--- src/rtl/strcpy_dma_pkg.sv ---
// strcpy_dma shared definitions: bus strobe levels, bus types
// and the 2-bit FSM encodings that the bus arbiter reuses.
package strcpy_dma_pkg;

    localparam logic ENABLE_  = 1'b0;
    localparam logic DISABLE_ = 1'b1;

    typedef logic [7:0] addr_bus_t;
    typedef logic [7:0] data_bus_t;

    typedef enum logic [1:0] {
        DMA_IDLE  = 2'd0,
        DMA_READ  = 2'd1,
        DMA_WRITE = 2'd2,
        DMA_DONE  = 2'd3
    } dma_state_t;

endpackage

--- src/rtl/strcpy_dma.sv ---
// strcpy_dma: byte-serial zero-terminated string copy engine.
// Optional STRCPY_ABORT_EN adds an abort input.
module strcpy_dma
    import strcpy_dma_pkg::*;
#(
    parameter int MAX_LEN = 256
) (
    input  logic      clk,
    input  logic      rst,
`ifdef STRCPY_ABORT_EN
    input  logic      abort,
`endif
    input  logic      start,
    input  addr_bus_t src,
    input  addr_bus_t dst,
    output addr_bus_t addr,
    output logic      rd_,
    output logic      wr_,
    output data_bus_t d_out,
    input  data_bus_t d_in,
    output logic      busy,
    output logic      done,
    output logic      err,
    output logic [8:0] count
);

    localparam logic [8:0] LAST_IDX = 9'(MAX_LEN - 1);

    dma_state_t state_q, state_d;
    addr_bus_t  sp_q, sp_d;
    addr_bus_t  dp_q, dp_d;
    data_bus_t  buf_q, buf_d;
    logic [8:0] count_q, count_d;
    logic       err_q, err_d;
    logic       abort_req;

`ifdef STRCPY_ABORT_EN
    assign abort_req = abort;
`else
    assign abort_req = 1'b0;
`endif

    // State and datapath registers, synchronous reset.
    always_ff @(posedge clk) begin
        if (rst) begin
            state_q <= DMA_IDLE;
            sp_q    <= '0;
            dp_q    <= '0;
            buf_q   <= '0;
            count_q <= '0;
            err_q   <= 1'b0;
        end else begin
            state_q <= state_d;
            sp_q    <= sp_d;
            dp_q    <= dp_d;
            buf_q   <= buf_d;
            count_q <= count_d;
            err_q   <= err_d;
        end
    end

    // Next-state and datapath update.
    always_comb begin
        state_d = state_q;
        sp_d    = sp_q;
        dp_d    = dp_q;
        buf_d   = buf_q;
        count_d = count_q;
        err_d   = err_q;
        unique case (state_q)
            DMA_IDLE: begin
                if (start) begin
                    sp_d    = src;
                    dp_d    = dst;
                    count_d = '0;
                    err_d   = 1'b0;
                    state_d = DMA_READ;
                end
            end
            DMA_READ: begin
                buf_d   = d_in;
                state_d = DMA_WRITE;
                if (abort_req) begin
                    state_d = DMA_DONE;
                    err_d   = 1'b1;
                end
            end
            DMA_WRITE: begin
                // The RAM commits this byte at the same edge,
                // so the write counts even when aborting.
                sp_d    = sp_q + 8'd1;
                dp_d    = dp_q + 8'd1;
                count_d = count_q + 9'd1;
                if (buf_q == 8'h00) begin
                    state_d = DMA_DONE;
                end else if (count_q == LAST_IDX) begin
                    state_d = DMA_DONE;
                    err_d   = 1'b1;
                end else begin
                    state_d = DMA_READ;
                end
                if (abort_req) begin
                    state_d = DMA_DONE;
                    err_d   = 1'b1;
                end
            end
            DMA_DONE: begin
                state_d = DMA_IDLE;
            end
            default: begin
                state_d = DMA_IDLE;
            end
        endcase
    end

    // Moore decode of the memory bus from state and pointers.
    always_comb begin
        addr  = '0;
        d_out = '0;
        rd_   = DISABLE_;
        wr_   = DISABLE_;
        unique case (state_q)
            DMA_READ: begin
                addr = sp_q;
                rd_  = ENABLE_;
            end
            DMA_WRITE: begin
                addr  = dp_q;
                d_out = buf_q;
                wr_   = ENABLE_;
            end
            default: begin
                addr = '0;
            end
        endcase
    end

    assign busy  = (state_q != DMA_IDLE);
    assign done  = (state_q == DMA_DONE);
    assign err   = err_q;
    assign count = count_q;

endmodule

--- config.mk ---
export PLATFORM = sky130hd
export DESIGN_NAME = strcpy_dma
export DESIGN_NICKNAME = d
export VERILOG_FILES = /design/src/rtl/strcpy_dma_pkg.sv /design/src/rtl/strcpy_dma.sv
export SDC_FILE = /design/constraint.sdc
export NUM_CORES = 1
export LEC_CHECK = 0
export CORE_ASPECT_RATIO = 2
export CORE_UTILIZATION = 51
export CTS_BUF_LIST = sky130_fd_sc_hd__clkbuf_8 sky130_fd_sc_hd__clkbuf_16
export DETAILED_ROUTE_END_ITERATION = 7
export PLACE_DENSITY = 0.95
export SLEW_MARGIN = 5
export SYNTH_ARGS = -nofsm -noshare
export SYNTH_HDL_FRONTEND = slang
export SYNTH_SLANG_ARGS = --single-unit
--- constraint.sdc ---
create_clock -name clk -period 5.1 [get_ports clk]
set_clock_uncertainty 0.1 [all_clocks]
set_input_delay 0.765 -clock clk [delete_from_list [all_inputs] [get_ports clk]]
set_output_delay 0.765 -clock clk [all_outputs]
set_load 0.01 [all_outputs]
Yosys cells after proc, flatten, opt, wreduce, memory -nomap -nowiden --
Cells that the tools add are included.
Cells by class: add/subtract/negate cells 3, equality and inequality tests 7, mux-type cells 18, reductions and logical operators 6
Operator list (number):
- case mux 8 bit (2 select lines) | 3
- 2-to-1 mux 8 bit | 3
- case mux 9 bit (2 select lines) | 1
- adder 8 x 1 -> 8 bit (second input constant) | 2
- adder 9 x 1 -> 9 bit (second input constant) | 1
- == test 9 x 8 -> 1 bit (second input constant) | 1
- 2-to-1 mux 9 bit | 1
- logical NOT 8 bit | 1
- case mux 2 bit (4 select lines) | 1
- 2-to-1 mux 2 bit | 3
- inequality test 2 bit (second input constant) | 3
- 2-to-1 mux 1 bit | 5
- == test 2 bit (second input constant) | 2
- AND reduction 4 bit | 1
- nonzero test 2 bit | 2
- == test 2 x 1 -> 1 bit (second input constant) | 1
- logical NOT 2 bit | 1
- case mux 1 bit (2 select lines) | 1
- AND reduction 2 bit | 1
Word-level totals: flip-flop bits (word level) 36, input port bits 27, output and inout port bits 30, logic and storage cells 40

Logic depth before layout (Yosys ltp) --
depth in word-level cells 4, mapped depth 8

Worst setup path before layout --
No wires, ideal clock.
kind reg2out, start register state_q[0], end output d_out[0], arrival time 1.416 ns, slack 2.819 ns, cell stages (with the launch flop) 7, cell sequence dfxtp_1 > inv_1 > ha_1 > buf_2 > clkbuf_1 > clkbuf_1 > and2_1
On the way: longest elaborated chain between the ends 2
Ends and longest elaborated chain:
- from (decl) | line strcpy_dma.sv:29 | dma_state_t state_q, state_d;
- from (signal assigned) | line strcpy_dma.sv:53 | state_q <= state_d;
- == test 2 bit | line strcpy_dma.sv:122 | unique case (state_q)
- 2-to-1 mux 8 bit | line strcpy_dma.sv:122
- to (decl) | line strcpy_dma.sv:19 | output data_bus_t d_out,
No other way between the ends.

Worst setup path after layout --
start register state_q[1], end output addr[0]
On the way: longest elaborated chain between the ends 2, elaborated cells between the ends (all ways) 3, classes of those cells 2 x eq/ne; 1 x mux
Ends and longest elaborated chain:
- == test 2 bit or == test 2 x 1 -> 1 bit (tied branches) | line strcpy_dma.sv:122
- case mux 8 bit (2 select lines) * | line strcpy_dma.sv:122
- to (decl) | line strcpy_dma.sv:16 | output addr_bus_t addr,
Mark *: on every way between the ends. The rest lies on a longest branch, timed or not.

==> impl_metrics.yaml <==
status:
  status: "completed"
synth:
  yosysMostFrequentCell: "dfxtp_1"
  synth_common_cells: "36 x dfxtp_1, 26 x nor2_1, 13 x nand3_1"
  synth-edff-count: 0
  yosys.area.top_type: "dfxtp_1"
  synth-main-ff-cell: "dfxtp_1"
  syn_inst: 238
  ys_types: 41
  ys_seq_elements: 36
  syn_nets: 273
  ys_top_cells_by_area: "dfxtp_1 36%, mux2i_1 6.0%, ha_1 5.0%, nor2_1 4.9%, a22oi_1 4.2%"
  ys_seq_area_share_pct: 36.3
  syn_area_um2: 1990
  synth_warnings: 0
  async_flop_share_pct: 0
  syn_avg_cell_area_um2: 8.35
  synth_top_area_share_pct: 36.3
timing:
  worst_slack_ns: 1.88
  clock.fmax_ghz: 0.310
  relSlewSlack_pct: 19.8
  final-setup-viol-count: 0
  worst_pin_slew_ns: 1.20
  fin_crit_ns: 3.22
  tns_ns: 0
  whs_ns: 0.385
  hold_viol_final: 0
  finalCritPeriodShare_pct: 63.2
  slew_viol_final: 0
  rsz0062_at_grt: "false"
place:
  dpl.hpwl_um: 3950
  placed_area_um2: 2550
  port_buffers: 56
  pre_cts_ws_ns: 2.22
  finalWeightedCongestion: 0.842
detailed_routing:
  via_per_inst: 6.12
  via_count: 2063
  routed_wl_um: 5550
  routedWlPerCell_um: 16.5
  drt-initial-drc-count: 86
  first_pass_iters: 4
  drc_errors: 0
  antenna_left: 0
finish:
  fillers: 293
  area_delta_synth_final_pct: 32.4
  design_area_um2: 2630
  antennaDiodeCount: 0
  drive_above_1_share_pct: 3.82
  finalNetCount: 323
  fin_util_pct: 71.4
global_route:
  use_met3_pct: 7.00
  track_usage_pct: 29.0
  use_met1_pct: 29.7
  grt_pass1_vias: 1951
  antenna_found_initial: 0
  grt-ovfl-total: 0
  grt.busiest_layer: "met2"
  grt_pass1_wl_um: 8770
  grtUsageMet2_pct: 46.5
  grt_max_degree: 34
job:
  maxCapViolCount: 0
power_and_ir_drop:
  netSwitchingFraction_pct: 35.4
  switching_power_mw: 0.287
  intPower_mw: 0.524
  p_leak_nw: 0.933
  irDropWorstVdd_v: 0.000327
  power_frac_seq_pct: 44.3
  powerDensity_nw_per_um2: 308
  power.share.clock_pct: 23.8
  p_comb_share_pct: 31.8
clocking:
  post_cts_resized: 0
  cts_setup_buffers: 0
  cts-root-buf: "clkbuf_8"
  cts_sinks: 36
  cts_made_buffers: 5
  clkSlewWorstSetupHoldPaths_ns: 0.07
  h-tree-depth: 2
  clock_latency_ns: 0.30
  cts_tree: "built"
  cts_hold_buf: 0
  cts_max_path_buffers: 2
floorplanning:
  pin_count: 57
  core_um2: 3680
  start_util_pct: 53.9
  die_area_um2: 4160
  die_h_um: 90.3
  fp-row-count: 31
  die_x_um: 46.1
setup_path:
  cp-start-kind: "flip-flop"
  critPathBufInv: 2
  cp_slowest_stage_delay_ns: 0.67
  cp_cell_sequence: "inv_1, ha_1, a22oi_1, nor2b_1, clkdlybuf4s50_1"
  setup.worst_path.end_class: "output pin"
  critical_path.top_delay_family: "buffers and inverters"
  required_ns: 4.24
  crit_fanout: 17
  slowest_stage: "ha_1"
  cp_data_arrival_time_ns: 2.36
  crit_type: "flip-flop to output pin"
worst_hold_path:
  hold_path_class: "flip-flop to flip-flop"
==> worst reg2reg max path, cell delays in order (launching register included) <==
cell      delay, ns
dfxtp_1        0.40
inv_1          0.10
ha_1           0.30
inv_1          0.34
nand3_1        0.41
nand2b_1       0.39
nor2_1         0.09
==> placed cells by master, fill, tap and decap left out, drive strengths merged, types with 2 or more instances in the layout <==
cell,netlist,routed
a21o,2,2
inv,7,8
a311oi,4,4
nand4,7,7
clkbuf,7,5
mux2,2,2
a211oi,7,7
clkdlybuf4s50,0,56
ha,8,8
dfxtp,36,36
o22ai,9,9
nor2,26,26
and2,9,9
a22oi,11,11
nor2b,8,8
buf,8,2
a21oi,5,5
nor4,2,2
o21ai,9,9
xor2,3,3
and3,4,4
xnor2,3,3
nand2,12,12
a31oi,2,2
nand3,13,13
mux2i,12,12
nand2b,4,4
nor3,6,6
==> layer usage <==
metal / vias to the layer above / wire length, um
met3: 23 / 253
met1: 989 / 2080
met5: - / 0
met2: 84 / 2900
met4: 0 / 313
li1: 967 / -
==> power groups by stage <==
stage	registers, mW	logic, mW	clock network, mW
2_1_floorplan	0.348	0.180	0
3_3_place_gp	0.363	0.244	0
3_5_place_dp	0.364	0.254	0
4_1_cts	0.358	0.255	0.194
5_1_grt	0.364	0.279	0.208
6_report	0.360	0.258	0.193
==> state kept, by name (all words and copies together), names as in the netlist <==
register and count:
state_q 2, buf_q 8, sp_q 8, dp_q 8, count 9, err 1
==> area by class of cell <==
| type | instances | area, um2 | share of cell area [%] |
|---|---|---|---|
| clock inverters | 2 | 8.76 | 0.333 |
| clock buffers | 5 | 68.8 | 2.62 |
| well taps | 49 | 61.3 | 2.33 |
| multi-input cells | 180 | 1170 | 44.4 |
| inverters | 7 | 26.3 | 0.999 |
| flip-flops and latches | 36 | 721 | 27.4 |
| repair buffers | 58 | 576 | 21.9 |
==> path summary, 6_finish.rpt <==
path,from,endpoint,slack (ns),cells past startpoint
setup / recovery,state_q[1],addr[0],1.88,5
hold / removal,err,err,0.39,2
setup reg to reg,state_q[0],err,2.85,6
hold reg to reg,err,err,0.39,2
==> per-stage QoR <==
| step | std cells | total power, mW |
|---|---|---|
| finish | 337 | 0.811 |
| global route | 337 | 0.851 |
| CTS | 337 | 0.807 |
| detailed placement | 330 | 0.618 |
| global placement | 330 | 0.607 |
| floorplan | 238 | 0.528 |
==> logic make-up (layout without fill, tap and decap cells) <==
logic type | Yosys count | count (layout) | synth area share [%]
compound gates | 56 | 56 | 19.2
xor+xnor | 6 | 6 | 2.65
fa+ha+maj | 8 | 8 | 5.04
buf+inv | 22 | 72 | 4.91
flops | 36 | 36 | 36.3
mux | 14 | 14 | 7.18
simple gates | 96 | 96 | 24.7
(Power assumes the default switching activity.)
